<file path="src/rtl/me_frame_loader_pkg.sv">
`default_nettype none
// ============================================================================
//  Module      : me_pkg
//  Description : Constants and types shared by the frame loader and the
//                motion-estimation engine it feeds.
//  Revision    : 1.0 - initial release
// ============================================================================
package me_pkg;

    localparam int DATA_W    = 64;   // one stream / buffer word (8 pixels x 8 bits)
    localparam int CUR_AW    = 5;    // current-buffer address width
    localparam int REF_AW    = 7;    // reference-buffer address width
    localparam int CUR_WORDS = 32;   // words per current block (<= 2**CUR_AW)
    localparam int REF_WORDS = 128;  // words per reference window (<= 2**REF_AW)

    typedef enum logic [1:0] {
        IDLE     = 2'd0,
        LOAD_CUR = 2'd1,
        LOAD_REF = 2'd2,
        DONE     = 2'd3
    } loader_state_e;

    typedef logic [DATA_W-1:0] pix_word_t;

endpackage
`default_nettype wire

</file>
<file path="src/rtl/me_frame_loader_if.sv">
`default_nettype none
// ============================================================================
//  Module      : me_frame_loader_if
//  Description : Valid/ready pixel-word stream into the frame loader.
//                master = stream source, slave = loader.
//  Revision    : 1.0 - initial release
// ============================================================================
interface me_frame_loader_if;
    import me_pkg::*;

    pix_word_t in_data;
    logic      in_valid;
    logic      in_ready;

    modport master (output in_data, output in_valid, input in_ready);
    modport slave  (input in_data, input in_valid, output in_ready);

endinterface
`default_nettype wire

</file>
<file path="src/rtl/me_frame_loader_wr_port.sv">
`default_nettype none
// ============================================================================
//  Module      : me_wr_port
//  Description : Registered write stage for one engine buffer. A request in
//                cycle N becomes a one-cycle strobe in cycle N+1; address and
//                data hold their last values while the strobe is low.
//  Revision    : 1.0 - initial release
// ============================================================================
module me_wr_port #(
    parameter int AW = 5,
    parameter int DW = 64
) (
    input  wire           clk,
    input  wire           reset,
    input  wire           wr_en,
    input  wire  [AW-1:0] wr_addr,
    input  wire  [DW-1:0] wr_data,
    output logic [AW-1:0] address,
    output logic [DW-1:0] data,
    output logic          write_enable
);

    logic [AW-1:0] address_d, address_q;
    logic [DW-1:0] data_d, data_q;
    logic          write_enable_d, write_enable_q;

    // Capture a new address/data only on a request, otherwise hold
    always_comb begin
        address_d      = address_q;
        data_d         = data_q;
        write_enable_d = wr_en;
        if (wr_en) begin
            address_d = wr_addr;
            data_d    = wr_data;
        end
    end

    // Output register stage, cleared by the active-low synchronous reset
    always_ff @(posedge clk) begin
        if (!reset) begin
            address_q      <= '0;
            data_q         <= '0;
            write_enable_q <= 1'b0;
        end else begin
            address_q      <= address_d;
            data_q         <= data_d;
            write_enable_q <= write_enable_d;
        end
    end

    assign address      = address_q;
    assign data         = data_q;
    assign write_enable = write_enable_q;

endmodule
`default_nettype wire

</file>
<file path="src/rtl/me_frame_loader.sv">
`default_nettype none
// ============================================================================
//  Module      : me_frame_loader
//  Description : Streams CUR_WORDS current-block words then REF_WORDS
//                reference-window words into the engine's two buffers and
//                pulses done when both are full.
//  Revision    : 1.0 - initial release
// ============================================================================
module me_frame_loader
    import me_pkg::*;
(
    input  wire                 clk,
    input  wire                 reset,
    input  wire                 start,
    me_frame_loader_if.slave    s_in,
    output logic [CUR_AW-1:0]   address_write_cur,
    output pix_word_t           data_write_cur,
    output logic                write_enable_cur,
    output logic [REF_AW-1:0]   address_write_ref,
    output pix_word_t           data_write_ref,
    output logic                write_enable_ref,
    output logic                busy,
    output logic                done
);

    localparam logic [CUR_AW-1:0] CUR_LAST = CUR_AW'(CUR_WORDS - 1);
    localparam logic [REF_AW-1:0] REF_LAST = REF_AW'(REF_WORDS - 1);

    loader_state_e     state_d, state_q;
    logic [CUR_AW-1:0] cur_cnt_d, cur_cnt_q;
    logic [REF_AW-1:0] ref_cnt_d, ref_cnt_q;
    logic              load_active;
    logic              beat;
    logic              cur_wr_en;
    logic              ref_wr_en;

    // A beat is an accepted word; ready depends on state only
    assign beat          = s_in.in_valid && load_active;
    assign s_in.in_ready = load_active;

    // State register
    always_ff @(posedge clk) begin
        if (!reset) begin
            state_q <= IDLE;
        end else begin
            state_q <= state_d;
        end
    end

    // Next-state: phases advance only on the beat carrying their last word
    always_comb begin
        state_d = state_q;
        case (state_q)
            IDLE:     if (start) state_d = LOAD_CUR;
            LOAD_CUR: if (beat && (cur_cnt_q == CUR_LAST)) state_d = LOAD_REF;
            LOAD_REF: if (beat && (ref_cnt_q == REF_LAST)) state_d = DONE;
            DONE:     state_d = IDLE;
            default:  state_d = IDLE;
        endcase
    end

    // State-decoded outputs
    always_comb begin
        load_active = (state_q == LOAD_CUR) || (state_q == LOAD_REF);
        busy        = load_active;
        done        = (state_q == DONE);
    end

    // Word counters double as write addresses; each wraps when its phase ends
    always_comb begin
        cur_cnt_d = cur_cnt_q;
        ref_cnt_d = ref_cnt_q;
        cur_wr_en = 1'b0;
        ref_wr_en = 1'b0;
        case (state_q)
            IDLE: begin
                if (start) begin
                    cur_cnt_d = '0;
                    ref_cnt_d = '0;
                end
            end
            LOAD_CUR: begin
                if (beat) begin
                    cur_wr_en = 1'b1;
                    cur_cnt_d = (cur_cnt_q == CUR_LAST) ? '0 : cur_cnt_q + 1'b1;
                end
            end
            LOAD_REF: begin
                if (beat) begin
                    ref_wr_en = 1'b1;
                    ref_cnt_d = (ref_cnt_q == REF_LAST) ? '0 : ref_cnt_q + 1'b1;
                end
            end
            default: ;
        endcase
    end

    // Counter registers
    always_ff @(posedge clk) begin
        if (!reset) begin
            cur_cnt_q <= '0;
            ref_cnt_q <= '0;
        end else begin
            cur_cnt_q <= cur_cnt_d;
            ref_cnt_q <= ref_cnt_d;
        end
    end

    me_wr_port #(.AW(CUR_AW), .DW(DATA_W)) u_cur_port (
        .clk          (clk),
        .reset        (reset),
        .wr_en        (cur_wr_en),
        .wr_addr      (cur_cnt_q),
        .wr_data      (s_in.in_data),
        .address      (address_write_cur),
        .data         (data_write_cur),
        .write_enable (write_enable_cur)
    );

    me_wr_port #(.AW(REF_AW), .DW(DATA_W)) u_ref_port (
        .clk          (clk),
        .reset        (reset),
        .wr_en        (ref_wr_en),
        .wr_addr      (ref_cnt_q),
        .wr_data      (s_in.in_data),
        .address      (address_write_ref),
        .data         (data_write_ref),
        .write_enable (write_enable_ref)
    );

endmodule
`default_nettype wire

</file>
<file path="src/flat_wrapper.sv">
// flat-port wrapper written by rule: the top's interface ports become plain ports
module me_frame_loader_flat import me_pkg::*;
  (clk, reset, start, address_write_cur, data_write_cur, write_enable_cur, address_write_ref, data_write_ref, write_enable_ref, busy, done, s_in_in_data, s_in_in_valid, s_in_in_ready);
  me_frame_loader_if s_in_i ();
  input  wire clk;
  input  wire reset;
  input  wire start;
  output logic [CUR_AW-1:0] address_write_cur;
  output pix_word_t data_write_cur;
  output logic write_enable_cur;
  output logic [REF_AW-1:0] address_write_ref;
  output pix_word_t data_write_ref;
  output logic write_enable_ref;
  output logic busy;
  output logic done;
  input wire logic [$bits(s_in_i.in_data)-1:0] s_in_in_data;
  input wire logic [$bits(s_in_i.in_valid)-1:0] s_in_in_valid;
  output wire logic [$bits(s_in_i.in_ready)-1:0] s_in_in_ready;
  assign s_in_i.in_data = s_in_in_data;
  assign s_in_i.in_valid = s_in_in_valid;
  assign s_in_in_ready = s_in_i.in_ready;
  me_frame_loader u_core (.clk(clk), .reset(reset), .start(start), .s_in(s_in_i), .address_write_cur(address_write_cur), .data_write_cur(data_write_cur), .write_enable_cur(write_enable_cur), .address_write_ref(address_write_ref), .data_write_ref(data_write_ref), .write_enable_ref(write_enable_ref), .busy(busy), .done(done));
endmodule
</file>
<file path="config.mk">
export PLATFORM = sky130hd
export DESIGN_NAME = me_frame_loader_flat
export DESIGN_NICKNAME = d
export VERILOG_FILES = /design/src/rtl/me_frame_loader_pkg.sv /design/src/rtl/me_frame_loader_if.sv /design/src/rtl/me_frame_loader_wr_port.sv /design/src/rtl/me_frame_loader.sv /design/src/flat_wrapper.sv
export SDC_FILE = /design/constraint.sdc
export NUM_CORES = 1
export LEC_CHECK = 0
export ABC_AREA = 1
export BUFFER_PORTS_ARGS = -buffer_cell sky130_fd_sc_hd__buf_2
export CORE_MARGIN = 10
export CORE_UTILIZATION = 41
export CTS_BUF_LIST = sky130_fd_sc_hd__clkbuf_2 sky130_fd_sc_hd__clkbuf_4 sky130_fd_sc_hd__clkbuf_8
export CTS_CLUSTER_SIZE = 30
export DETAILED_ROUTE_END_ITERATION = 10
export GPL_TIMING_DRIVEN = 0
export PLACE_DENSITY_LB_ADDON = 0.05
export SYNTH_ARGS = -nofsm -noshare
export SYNTH_HDL_FRONTEND = slang
export SYNTH_SLANG_ARGS = --single-unit
export TNS_END_PERCENT = 50
</file>
<file path="constraint.sdc">
create_clock -name clk -period 2.96 [get_ports clk]
set_clock_uncertainty 0.1 [all_clocks]
set_input_delay 0.296 -clock clk [delete_from_list [all_inputs] [get_ports clk]]
set_output_delay 0.296 -clock clk [all_outputs]
set_load 0.03 [all_outputs]
</file>
[Yosys cells after proc, flatten, opt, wreduce, memory -nomap -nowiden]
Cells that the tools add are included.
Word-level totals
  memory bits (writable): 0
  input port bits: 68
  bits in registers: 156
  output and inout port bits: 145
  memories: 0
  logic and storage cells: 46
  memory bits (read-only): 0
  latch bits: 0
Cells by class
  reductions and logical operators: 10
  multiplexer cells: 15
  div/mod/pow operators: 0
  equal/unequal tests: 10
  multipliers: 0
  magnitude comparators: 0
  $add $sub $neg: 2
  bitwise gates (word level): 0
  shift operators: 0
Operator list (number)
  $mux W7: 3
  $mux W5: 3
  $pmux W7 S2: 1
  $pmux W5 S2: 1
  $reduce_and A3 Y1: 3
  $ne A2 B1 Y1 const B: 4
  $pmux W2 S4: 1
  $add A7 B1 Y7 const B: 1
  $eq A7 B7 Y1 const B: 1
  $mux W2: 3
  $add A5 B1 Y5 const B: 1
  $eq A5 B5 Y1 const B: 1
  $eq A2 B2 Y1 const B: 2
  $reduce_bool A2 Y1: 2
  $logic_and A1 B1 Y1: 3
  $mux W1: 3
  $eq A2 B1 Y1 const B: 1
  $logic_not A2 Y1: 1
  $ne A2 B2 Y1 const B: 1
  $logic_or A1 B1 Y1: 1

[Logic depth before layout (Yosys ltp)]
Gate-level depths: netlist (run 1).
  depth in word-level cells: 6
  depth in mapped cells: 11
  mapped depth without buffers: 11

[Hierarchy]
Synthesis (run 1) repeated with hierarchy kept, for this count alone.
Second synthesis, totals
  cells, all modules: 1042
  area, all modules: 6782.8 µm²
By module, submodules not included
  me_wr_port at u_core.u_ref_port: instances 1, area each 2951.6 µm², cells an instance 453, sequential area each 1441.4 µm²
  me_wr_port at u_core.u_cur_port: instances 1, area each 2834.0 µm², cells an instance 440, sequential area each 1401.3 µm²
  me_frame_loader: instances 1, area each 997.2 µm², cells an instance 149, sequential area each 280.3 µm²

[Least setup slack after synthesis (run 1)]
No wires, ideal clock.
  path kind: register -> register
  start point: reg u_core.state_q[0]
  end point: reg u_core.u_cur_port.data_q[10], in the netlist u_core.u_cur_port.data[10]
  required time: 2728 ps
  setup slack: 1146 ps
  cell stages (with the launch flop): 9
  path buffers: 1
  clock period less this slack: 1814 ps
  library setup time: 132 ps
  arrival time: 1582 ps
  path through: dfxtp_1 -> inv_1 -> ha_1 -> nand2_2 -> inv_2 -> nand2_1 -> buf_2 -> nand2_1 -> a21oi_1
On the way
  cells in the longest elaborated chain, start to end: 5
  elaborated cells on any way between the ends: 6
  classes of those cells: 2 x eq/ne; 2 x mux; 2 x reduce/logical
RTL lines
  from (decl): RTL line me_frame_loader.sv:29  | loader_state_e state_d, state_q;
  from (signal assigned): RTL line me_frame_loader.sv:46  | state_q <= state_d;
  $eq A2 B1 Y1 / $eq A2 B2 Y1 (equally long branches): RTL line me_frame_loader.sv:64  | load_active = (state_q == LOAD_CUR) || (state_q == LOAD_REF);
  $logic_or A1 B1 Y1 (*): RTL line me_frame_loader.sv:64
  net busy: RTL line flat_wrapper.sv:14  | output logic busy;
  $logic_and A1 B1 Y1 (*): RTL line me_frame_loader.sv:38  | assign beat = s_in.in_valid && load_active;
  $mux W1 (*): RTL line me_frame_loader.sv:83  | if (beat) begin
  $mux W1 (*): RTL line me_frame_loader.sv:75  | case (state_q)
  to (signal assigned): RTL line me_frame_loader_wr_port.sv:46  | data_q <= data_d;
  to (decl): RTL line me_frame_loader_wr_port.sv:24  | logic [DW-1:0] data_d, data_q;
Mark *: on every way through the listed nets, which the timed path passes. The rest lies on a longest branch.
A chain may end at the register's enable or synchronous reset.

[Worst setup path in the final report (run 1)]
  start point: reg u_core.state_q[0]
  end point: reg u_core.u_cur_port.data_q[5], in the netlist u_core.u_cur_port.data[5]
On the way
  cells in the longest elaborated chain, start to end: 5
  elaborated cells on any way between the ends: 6
  classes of those cells: 2 x eq/ne; 2 x mux; 2 x reduce/logical
RTL lines (RTL line)
  $eq A2 B1 Y1 / $eq A2 B2 Y1 (equally long branches): me_frame_loader.sv:64, me_frame_loader.sv:75
  $logic_or A1 B1 Y1: me_frame_loader.sv:64
  $logic_and A1 B1 Y1: me_frame_loader.sv:38
  $mux W1: me_frame_loader.sv:83
  $mux W1 (*): me_frame_loader.sv:75
Every way passes the cells marked *; elsewhere a longest branch is shown, timed or not.

==> results of run 1 <==
## worst min-delay path by stage
stage | startpoint | endpoint | slack (ns) | cells past startpoint
after global routing | s_in_in_data[39] | u_core.u_cur_port.data[39] | 0.003 | 3
final | s_in_in_data[39] | u_core.u_ref_port.data[39] | 0.02 | 3
after detailed placement | u_core.u_cur_port.data[58] | u_core.u_cur_port.data[58] | 0.35 | 2
after CTS | s_in_in_data[43] | u_core.u_cur_port.data[43] | 0.0001 | 3
after floorplan | s_in_in_data[30] | u_core.u_ref_port.data[30] | 0.34 | 2
after global placement | u_core.u_cur_port.data[50] | u_core.u_cur_port.data[50] | 0.35 | 2
## per-layer routing
metal | up-vias | share of wire
li1 | 3037 | -
met1 | 2661 | 0.44
met2 | 175 | 0.47
met3 | 13 | 0.085
met4 | 0 | 0.0074
met5 | - | 0
## power breakdown
part	total (mW)	leakage [nW]	internal [mW]	switching [mW]
registers	2.54	1.26	2.39	0.147
clock network	1.60	0.205	0.820	0.776
logic	2.23	2.16	0.674	1.56
## Yosys cell counts
master / count / area (um2)
sky130_fd_sc_hd__o21ai_0: 60 / 300.3
sky130_fd_sc_hd__ha_1: 8 / 100.1
sky130_fd_sc_hd__nor2_1: 155 / 581.8
sky130_fd_sc_hd__inv_1: 20 / 75.07
sky130_fd_sc_hd__dfxtp_1: 156 / 3123
sky130_fd_sc_hd__clkbuf_2: 1 / 5.000
sky130_fd_sc_hd__nand3_1: 83 / 415.4
sky130_fd_sc_hd__o21bai_1: 1 / 7.510
sky130_fd_sc_hd__clkbuf_1: 11 / 41.29
sky130_fd_sc_hd__a21oi_2: 1 / 8.760
sky130_fd_sc_hd__inv_2: 2 / 7.510
sky130_fd_sc_hd__nand3b_1: 2 / 15.01
sky130_fd_sc_hd__a21oi_4: 1 / 16.27
sky130_fd_sc_hd__a21oi_1: 83 / 415.4
sky130_fd_sc_hd__buf_4: 1 / 7.510
sky130_fd_sc_hd__o21ai_1: 13 / 65.06
sky130_fd_sc_hd__nand2_1: 109 / 409.1
sky130_fd_sc_hd__nand2_2: 4 / 25.02
sky130_fd_sc_hd__nand4_1: 2 / 12.51
sky130_fd_sc_hd__buf_2: 28 / 140.1
sky130_fd_sc_hd__buf_1: 5 / 18.77
sky130_fd_sc_hd__buf_6: 8 / 90.09
## tightest hold or removal path, cell delays in order
cell                      delay [ns]
sky130_fd_sc_hd__buf_2          0.09
sky130_fd_sc_hd__o21ai_0        0.08
sky130_fd_sc_hd__nor2_1         0.08
## stage by stage
stage	hold slack, ns	std cells	utilization	setup slack, ns	area (um2)
after floorplan	0.3434	754	-	1.146	5881
after global placement	0.3471	1146	0.5123	0.8582	7167
after global routing	0.003258	1228	0.5757	0.6751	8053
final	0.01850	1228	0.5757	0.8621	8053
after detailed placement	0.3487	1146	0.5123	0.8345	7167
after CTS	0.0001088	1226	0.5742	0.8020	8033
## cells by family after synthesis
kind of cell             count (synthesis)  share of synthesized area
AND/OR/NAND/NOR                        355                     0.2481
flip-flops                             156                     0.5311
buffers and inverters                   76                    0.06553
adder cells (fa/ha/maj)                  8                    0.01702
AO/OA/AOI/OAI                          159                     0.1383
## state kept, by name (all words and copies together) (netlist names)
name,count
u_core.state_q,2
u_core.u_ref_port.address,7
u_core.u_ref_port.data,64
u_core.u_cur_port.address,5
u_core.ref_cnt_q,7
u_core.cur_cnt_q,5
u_core.u_cur_port.data,64
u_core.u_cur_port.write_enable,1
u_core.u_ref_port.write_enable,1
## final cells by class
cell class	count	area [um2]
clock inverters	8	92.59
flip-flops and latches	156	3123
multi-input cells	522	2372
inverters	22	82.58
repair buffers	262	1562
fillers	1397	5936
plain buffers	54	302.8
well taps	180	225.2
clock buffers	24	292.8
## repair_timing
action / 4_1_cts / 5_1_grt
gates resized for setup: 0 / 0
buffers inserted: 0 / 0
endpoints found under the setup margin: 0 / 0
hold endpoints to repair: 74 / 2
hold buffers: 48 / 2
==> impl_metrics.sql, run 1 <==
INSERT INTO impl_metrics (metric_group, metric, value, unit) VALUES
('placement', 'gp_congestion', '0.8057', ''),
('final_layout', 'num_antenna_cells', '0', ''),
('yosys', 'synth_nets', '830', ''),
('critical_path', 'largest_driver_fanout_on_the_critical_path', '10', ''),
('clock_tree', 'htree_levels', '4', ''),
('final_layout', 'mostFrequentLayoutCells', '240 x sky130_fd_sc_hd__buf_2, 156 x sky130_fd_sc_hd__dfxtp_1, 155 x sky130_fd_sc_hd__nor2_1, 109 x sky130_fd_sc_hd__nand2_1', ''),
('critical_path', 'slowest_stage', 'sky130_fd_sc_hd__dfxtp_1', ''),
('floorplanning', 'initial_utilization', '0.4204', ''),
('floorplanning', 'design.core.area', '13990', 'um2'),
('final_layout', 'layout.nets', '1111', ''),
('routing', 'drt_wl_total', '19380', 'um'),
('critical_path', 'critical_path.endpoint', 'u_core.u_cur_port.data[5]', ''),
('placement', 'hpwlAfterDp', '14320', 'um'),
('yosys', 'synth_area', '5881', 'um2'),
('global_routing', 'groute.layer.met2.usage', '0.3093', ''),
('yosys', 'yosys_cell_types', '22', ''),
('clock_tree', 'cts.clk_slew.worst_paths', '0.08', 'ns'),
('outcome', 'status', 'complete, no violations', ''),
('critical_path', 'critPathMaxStageDelay', '0.40', 'ns'),
('routing', 'via_count', '5886', ''),
('power', 'powerDensity', '790.5', 'nW/um2'),
('power', 'worst_ir_drop_vdd', '0.3806', 'mV'),
('critical_path', 'cp_top_family', 'buffers and inverters', ''),
('routing', 'first_iter_violations', '258', ''),
('routing', 'drt.antenna.violating_nets', '0', ''),
('critical_path', 'worst-setup-path-type', 'flip-flop to flip-flop', ''),
('routing', 'post-route-drc-count', '0', ''),
('global_routing', 'grt_pass1_vias', '5770', ''),
('global_routing', 'grt_start_max_net_pins', '17', ''),
('global_routing', 'first_pass_grt_wire_length', '30820', 'um'),
('critical_path', 'cp.required', '3.17', 'ns'),
('timing', 'worstMarginPinSlew', '0.5674', 'ns'),
('clock_tree', 'tritoncts_buffer_count', '17', ''),
('global_routing', 'grt-busiest-layer', 'met2', ''),
('floorplanning', 'num_io_pins', '213', ''),
('timing', 'final-setup-viol-count', '0', ''),
('timing', 'slew_headroom', '0.6218', ''),
('global_routing', 'global_route.usage.met1', '0.2311', ''),
('timing', 'final-max-slew-violation-count', '0', ''),
('critical_path', 'critical_path.endpoint_type', 'flip-flop', ''),
('timing', 'setup_total_negative_slack', '0', 'ns'),
('critical_path', 'path_common_cell', 'sky130_fd_sc_hd__nand2_1', ''),
('clock_tree', 'numClockSinks', '156', ''),
('yosys', 'syn-instance-count', '754', ''),
('critical_path', 'timing.critical_path.cells', 'inv_1 > ha_1 > nand2_2 > inv_2 > nand2_1 > buf_2 > nand2_1 > a21oi_1', ''),
('timing', 'max_clk_rate', '476.7', 'MHz'),
('yosys', 'syn_area_per_cell', '7.799', 'um2'),
('power', 'p_leak', '3.627', 'nW'),
('floorplanning', 'design.die.area', '19530', 'um2'),
('critical_path', 'crit-reg2reg-capture', 'u_core.u_cur_port.data[5]', ''),
('timing', 'rsz0062_at_grt', 'no', ''),
('routing', 'drt_first_pass_iters', '5', ''),
('global_routing', 'grt_antenna_before_repair', '0', ''),
('yosys', 'synth_sequential_area_ratio', '0.5311', ''),
('final_layout', 'areaGrowthSynthToFinish', '36.94', '%'),
('clock_tree', 'cts_max_path_buffers', '2', ''),
('final_layout', 'most_frequent_standard_cell_in_the_layout_excluding_fill_and_tap_cells', 'sky130_fd_sc_hd__buf_2', ''),
('critical_path', 'timing.critical_path.from_type', 'flip-flop', ''),
('global_routing', 'grt_usage', '0.1924', ''),
('clock_tree', 'insertion_delay', '0.46', 'ns'),
('critical_path', 'ff2ff_setup_slack', '0.86', 'ns'),
('placement', 'buffer_ports.inserted', '212', ''),
('clock_tree', 'cts_root_buf', 'sky130_fd_sc_hd__clkbuf_8', ''),
('flow_run', 'cap_violations', '0', ''),
('critical_path', 'path_buf_inv', '3', ''),
('critical_path', 'r2r-start', 'u_core.state_q[0]', ''),
('floorplanning', 'floorplan.rows', '43', ''),
('critical_path', 'crit_cells', '8', ''),
('critical_path', 'setup.worst_path.start', 'u_core.state_q[0]', ''),
('yosys', 'synth_seq_cells', '156', ''),
('critical_path', 'cp_data_arrival_time', '2.31', 'ns');
(Power assumes the default switching activity.)
==> inputs of run 2 (changes only) <==
- clock period: 2.96 -> 1.96 ns (I/O delays scaled with it)
==> impl_metrics.sql, run 2 (synthesis results as in run 1) <==
INSERT INTO impl_metrics (metric_group, metric, value, unit) VALUES
('routing', 'first_iter_violations', '265', ''),
('critical_path', 'critPathMaxStageDelay', '0.40', 'ns'),
('critical_path', 'cp_top_family', 'flip-flops', ''),
('clock_tree', 'htree_levels', '4', ''),
('floorplanning', 'design.die.area', '19530', 'um2'),
('timing', 'rsz0062_at_grt', 'no', ''),
('placement', 'place_worst_setup_slack', '-0.1655', 'ns'),
('global_routing', 'first_pass_grt_wire_length', '31250', 'um'),
('global_routing', 'grt_usage', '0.1950', ''),
('clock_tree', 'cts_root_buf', 'sky130_fd_sc_hd__clkbuf_8', ''),
('power', 'worst_ir_drop_vdd', '0.5792', 'mV'),
('power', 'post-layout-total-power', '9.695', 'mW'),
('critical_path', 'path_buf_inv', '3', ''),
('critical_path', 'worst-setup-path-type', 'flip-flop to output port', ''),
('timing', 'slew_headroom', '0.6217', ''),
('critical_path', 'critical_path.endpoint_type', 'output port', ''),
('clock_tree', 'numClockSinks', '156', ''),
('timing', 'final-setup-viol-count', '0', ''),
('routing', 'via_count', '5920', ''),
('critical_path', 'slowest_stage', 'sky130_fd_sc_hd__dfxtp_1', ''),
('final_layout', 'instances_no_fill', '1242', ''),
('global_routing', 'grt_pass1_vias', '5847', ''),
('critical_path', 'timing.critical_path.cells', 'inv_1 > ha_4 > buf_4 > buf_2', ''),
('timing', 'timing.final.ws_setup', '0.09398', 'ns'),
('timing', 'setup_total_negative_slack', '0', 'ns'),
('global_routing', 'grt_antenna_before_repair', '0', ''),
('outcome', 'status', 'complete, no violations', ''),
('final_layout', 'finalInstanceArea', '8223', 'um2'),
('global_routing', 'grt_start_max_net_pins', '17', ''),
('final_layout', 'layout-drive-gt1-share', '0.2768', ''),
('routing', 'route.detailed.wl_per_inst', '15.76', 'um'),
('clock_tree', 'tritoncts_clock_tree', 'built', ''),
('placement', 'dpl-instance-area', '7167', 'um2'),
('timing', 'fin_crit_share', '0.9520', ''),
('routing', 'drt_wl_total', '19570', 'um'),
('timing', 'period_minus_slack', '1.866', 'ns'),
('critical_path', 'timing.critical_path.from_type', 'flip-flop', ''),
('floorplanning', 'num_io_pins', '213', ''),
('power', 'p_leak', '3.699', 'nW'),
('flow_run', 'cap_violations', '0', ''),
('timing', 'hold_viol_final', '0', ''),
('floorplanning', 'design.core.area', '13990', 'um2'),
('final_layout', 'num_antenna_cells', '0', ''),
('power', 'powerDensity', '1179', 'nW/um2'),
('floorplanning', 'floorplan.rows', '43', ''),
('final_layout', 'most_frequent_standard_cell_in_the_layout_excluding_fill_and_tap_cells', 'sky130_fd_sc_hd__buf_2', ''),
('placement', 'hpwlAfterDp', '14320', 'um'),
('clock_tree', 'cts.clk_slew.worst_paths', '0.08', 'ns'),
('min_path', 'holdCritPathClass', 'input port to flip-flop', ''),
('floorplanning', 'initial_utilization', '0.4204', ''),
('timing', 'final-max-slew-violation-count', '0', ''),
('placement', 'place.detailed.instances', '1146', ''),
('critical_path', 'cp_data_arrival_time', '1.57', 'ns'),
('timing', 'worstMarginPinSlew', '0.5675', 'ns'),
('global_routing', 'globalRouteOverflowTotal', '0', ''),
('timing', 'max_clk_rate', '535.9', 'MHz'),
('clock_tree', 'cts_max_path_buffers', '2', ''),
('final_layout', 'count_of_filler_cells_inserted_in_the_layout', '1371', ''),
('final_layout', 'areaGrowthSynthToFinish', '39.83', '%'),
('routing', 'viasPerCell', '4.767', ''),
('final_layout', 'mostFrequentLayoutCells', '239 x sky130_fd_sc_hd__buf_2, 156 x sky130_fd_sc_hd__dfxtp_1, 154 x sky130_fd_sc_hd__nor2_1, 108 x sky130_fd_sc_hd__nand2_1', ''),
('floorplanning', 'dieHeight', '139.8', 'um'),
('critical_path', 'cp.required', '1.66', 'ns'),
('placement', 'buffer_ports.inserted', '212', ''),
('clock_tree', 'insertion_delay', '0.46', 'ns'),
('routing', 'post-route-drc-count', '0', ''),
('routing', 'drt.antenna.violating_nets', '0', ''),
('placement', 'gp_congestion', '0.8057', ''),
('clock_tree', 'tritoncts_buffer_count', '17', ''),
('floorplanning', 'floorplan.die.width', '139.8', 'um'),
('critical_path', 'largest_driver_fanout_on_the_critical_path', '5', ''),
('routing', 'drt_first_pass_iters', '5', ''),
('final_layout', 'layout.nets', '1125', '');
## run 2: area by class of cell
cell class / count / area, um2 / share of cell area
clock inverter: 8 / 92.59 / 0.01126
inverter: 22 / 85.08 / 0.01035
multi-input combinational: 522 / 2397 / 0.2915
sequential: 156 / 3123 / 0.3798
clock buffer: 24 / 292.8 / 0.03561
tap: 180 / 225.2 / 0.02739
timing repair buffer: 276 / 1702 / 0.2069
buffer: 54 / 305.3 / 0.03713
## run 2: what timing repair did
| item | in CTS | in global routing |
|---|---|---|
| buffers inserted | 0 | 0 |
| endpoints found under the setup margin | 71 | 28 |
| gates resized for setup | 3 | 5 |
| endpoints found under the hold margin | 128 | 0 |
| hold buffers | 64 | 0 |
## run 2: final timing paths
check,startpoint,endpoint,slack (ns),depth (start not counted)
max,u_core.state_q[0],s_in_in_ready,0.09,4
min,start,u_core.ref_cnt_q[2],0.05,4
max reg2reg,u_core.state_q[0],u_core.u_cur_port.address[0],0.17,8
min reg2reg,u_core.u_cur_port.data[58],u_core.u_cur_port.data[58],0.36,2
## run 2: report_power, final
part | internal [mW] | switching [mW] | total [mW]
combinational | 1.07 | 2.38 | 3.45
sequential | 3.61 | 0.221 | 3.83
clock | 1.24 | 1.17 | 2.41
total | 5.92 | 3.77 | 9.70
## run 2: routing by layer
metal  wire length (um)  part of all wire  track usage
met5                  0                 0            0
met4                171            0.0087      0.05217
met1               8437              0.43       0.2327
met2               9391              0.48       0.3168
met3               1574             0.080      0.07928
## run 2: metrics by stage
step	util	hold WS, ns
floorplan	-	0.2434
global placement	0.5123	0.3471
detailed placement	0.5123	0.3487
CTS	0.5869	0.03443
global route	0.5878	0.05559
finish	0.5878	0.05079
## run 2: worst min-delay path, cell delays in order
cell                      delay (ns)
sky130_fd_sc_hd__buf_2          0.09
sky130_fd_sc_hd__nand3_1        0.11
sky130_fd_sc_hd__nand2_1        0.12
sky130_fd_sc_hd__nor2_1         0.05
==> inputs of run 3 (changes only) <==
- clock period: 1.96 -> 1.9 ns (I/O delays scaled with it)
==> impl_metrics.sql, run 3 (synthesis results as in run 1) <==
INSERT INTO impl_metrics (metric_group, metric, value, unit) VALUES
('final_layout', 'layout.nets', '1125', ''),
('min_path', 'worstHoldPathCells', '4', ''),
('min_path', 'holdCritPathClass', 'input port to flip-flop', ''),
('critical_path', 'timing.reg2reg.worst_path_depth', '7', ''),
('outcome', 'status', 'complete, no violations', ''),
('critical_path', 'crit-reg2reg-capture', 'u_core.u_ref_port.data[4]', ''),
('global_routing', 'grt_usage', '0.1950', ''),
('floorplanning', 'design.die.area', '19530', 'um2'),
('clock_tree', 'tritoncts_buffer_count', '17', ''),
('clock_tree', 'numClockSinks', '156', ''),
('routing', 'drt_first_pass_iters', '5', ''),
('global_routing', 'first_pass_grt_wire_length', '31240', 'um'),
('critical_path', 'largest_driver_fanout_on_the_critical_path', '5', ''),
('floorplanning', 'floorplan.die.width', '139.8', 'um'),
('placement', 'gp_congestion', '0.8057', ''),
('critical_path', 'timing.critical_path.cells', 'inv_1 > ha_4 > buf_4 > buf_2', ''),
('flow_run', 'cap_violations', '0', ''),
('critical_path', 'critical_path.endpoint_type', 'output port', ''),
('routing', 'post-route-drc-count', '0', ''),
('routing', 'via_count', '5907', ''),
('critical_path', 'r2r-start', 'u_core.state_q[0]', ''),
('floorplanning', 'floorplan.rows', '43', ''),
('floorplanning', 'initial_utilization', '0.4204', ''),
('min_path', 'timing.hold.worst_endpoint', 'u_core.ref_cnt_q[2]', ''),
('final_layout', 'num_antenna_cells', '0', ''),
('clock_tree', 'cts_root_buf', 'sky130_fd_sc_hd__clkbuf_8', ''),
('floorplanning', 'design.core.area', '13990', 'um2'),
('placement', 'hpwlAfterDp', '14320', 'um'),
('global_routing', 'globalRouteOverflowTotal', '0', ''),
('critical_path', 'cp.required', '1.61', 'ns'),
('timing', 'slew_headroom', '0.6220', ''),
('clock_tree', 'insertion_delay', '0.45', 'ns'),
('placement', 'buffer_ports.inserted', '212', ''),
('power', 'worst_ir_drop_vdd', '0.5970', 'mV'),
('placement', 'place_worst_setup_slack', '-0.2255', 'ns'),
('timing', 'hold_viol_final', '0', ''),
('final_layout', 'finalInstanceArea', '8243', 'um2'),
('final_layout', 'count_of_filler_cells_inserted_in_the_layout', '1373', ''),
('timing', 'max_clk_rate', '558.0', 'MHz'),
('final_layout', 'mostFrequentLayoutCells', '232 x sky130_fd_sc_hd__buf_2, 154 x sky130_fd_sc_hd__nor2_1, 154 x sky130_fd_sc_hd__dfxtp_1, 108 x sky130_fd_sc_hd__nand2_1', ''),
('final_layout', 'instances_no_fill', '1242', ''),
('placement', 'place.detailed.instances', '1146', ''),
('timing', 'final-setup-viol-count', '0', ''),
('clock_tree', 'tritoncts_clock_tree', 'built', ''),
('floorplanning', 'num_io_pins', '213', ''),
('routing', 'drt.antenna.violating_nets', '0', ''),
('critical_path', 'timing.critical_path.from_type', 'flip-flop', ''),
('global_routing', 'grt_pass1_vias', '5850', ''),
('global_routing', 'grt_start_max_net_pins', '17', ''),
('routing', 'route.detailed.wl_per_inst', '15.75', 'um'),
('final_layout', 'layout-drive-gt1-share', '0.2787', ''),
('critical_path', 'slowest_stage', 'sky130_fd_sc_hd__dfxtp_2', ''),
('timing', 'rsz0062_at_grt', 'yes', ''),
('critical_path', 'worst-setup-path-type', 'flip-flop to output port', ''),
('timing', 'worstMarginPinSlew', '0.5671', 'ns'),
('critical_path', 'ff2ff_setup_slack', '0.17', 'ns'),
('final_layout', 'most_frequent_standard_cell_in_the_layout_excluding_fill_and_tap_cells', 'sky130_fd_sc_hd__buf_2', ''),
('min_path', 'hold_path_startpoint', 'start', ''),
('power', 'p_leak', '3.709', 'nW'),
('placement', 'dpl-instance-area', '7167', 'um2'),
('critical_path', 'critPathMaxStageDelay', '0.36', 'ns'),
('clock_tree', 'htree_levels', '4', ''),
('clock_tree', 'cts_max_path_buffers', '2', ''),
('global_routing', 'grt_antenna_before_repair', '0', ''),
('routing', 'drt_wl_total', '19560', 'um'),
('power', 'powerDensity', '1215', 'nW/um2'),
('routing', 'viasPerCell', '4.756', ''),
('timing', 'timing.final.ws_setup', '0.1079', 'ns'),
('timing', 'final-max-slew-violation-count', '0', ''),
('timing', 'period_minus_slack', '1.792', 'ns'),
('clock_tree', 'cts.clk_slew.worst_paths', '0.08', 'ns'),
('critical_path', 'cp_data_arrival_time', '1.50', 'ns'),
('routing', 'first_iter_violations', '261', ''),
('final_layout', 'areaGrowthSynthToFinish', '40.17', '%'),
('floorplanning', 'dieHeight', '139.8', 'um'),
('timing', 'fin_crit_share', '0.9432', ''),
('power', 'post-layout-total-power', '10.01', 'mW'),
('timing', 'setup_total_negative_slack', '0', 'ns');
run 3: cell count changes in the layout (fill, tap and decap cells not counted):
cell,before,now
sky130_fd_sc_hd__dfxtp_2,0,2
sky130_fd_sc_hd__dfxtp_1,156,154
sky130_fd_sc_hd__clkbuf_4,7,13
sky130_fd_sc_hd__buf_2,239,232
sky130_fd_sc_hd__buf_4,1,2
run 3: critical path: cells and delay by family, from the launching register on:
family                     cells  cell delay (ns)
buffers and inverters          3             0.38
DFF                            1             0.36
adders and majority gates      1             0.30
run 3: layout make-up:
type | count | area, um2 | share of cell area
sequential | 156 | 3126 | 0.3792
clock buffer | 24 | 292.8 | 0.03552
inverter | 22 | 85.08 | 0.01032
tap | 180 | 225.2 | 0.02732
buffer | 54 | 322.8 | 0.03916
clock inverter | 8 | 92.59 | 0.01123
timing repair buffer | 276 | 1702 | 0.2064
multi-input combinational | 522 | 2397 | 0.2908
run 3: through the flow:
step             util  hold WS, ns
2_1_floorplan       -       0.2374
5_1_grt        0.5893      0.04959
4_1_cts        0.5871      0.02843
6_report       0.5893      0.05008
3_5_place_dp   0.5123       0.3487
3_3_place_gp   0.5123       0.3443
run 3: where the power goes:
group / switching (mW) / internal (mW)
Sequential: 0.229 / 3.73
Clock: 1.20 / 1.28
Combinational: 2.46 / 1.12
Total: 3.89 / 6.13
run 3: worst max-delay path by stage:
stage	start	endpoint	slack, ns	cells past startpoint
after floorplan	u_core.state_q[0]	u_core.u_cur_port.data[10]	0.09	8
after global placement	u_core.state_q[0]	u_core.u_cur_port.data[4]	-0.20	8
after detailed placement	u_core.state_q[0]	u_core.u_cur_port.data[5]	-0.23	8
after CTS	u_core.state_q[0]	s_in_in_ready	0.007	4
after global routing	u_core.state_q[0]	u_core.u_ref_port.data[5]	-0.01	7
final	u_core.state_q[0]	s_in_in_ready	0.11	4
run 3: what timing repair did:
action	in CTS	in global routing
hold buffers	64	0
pin swaps	0	0
resized for setup	4	13
setup buffers	0	0
hold endpoints to repair	128	0
setup endpoints to repair	73	133
run 3: layer usage:
metal,vias up,global-route usage,routed length [um]
li1,3065,-,-
met1,2674,0.2325,8471
met2,153,0.3170,9359
met3,15,0.07928,1560
met4,0,0.05217,166
met5,-,0,0
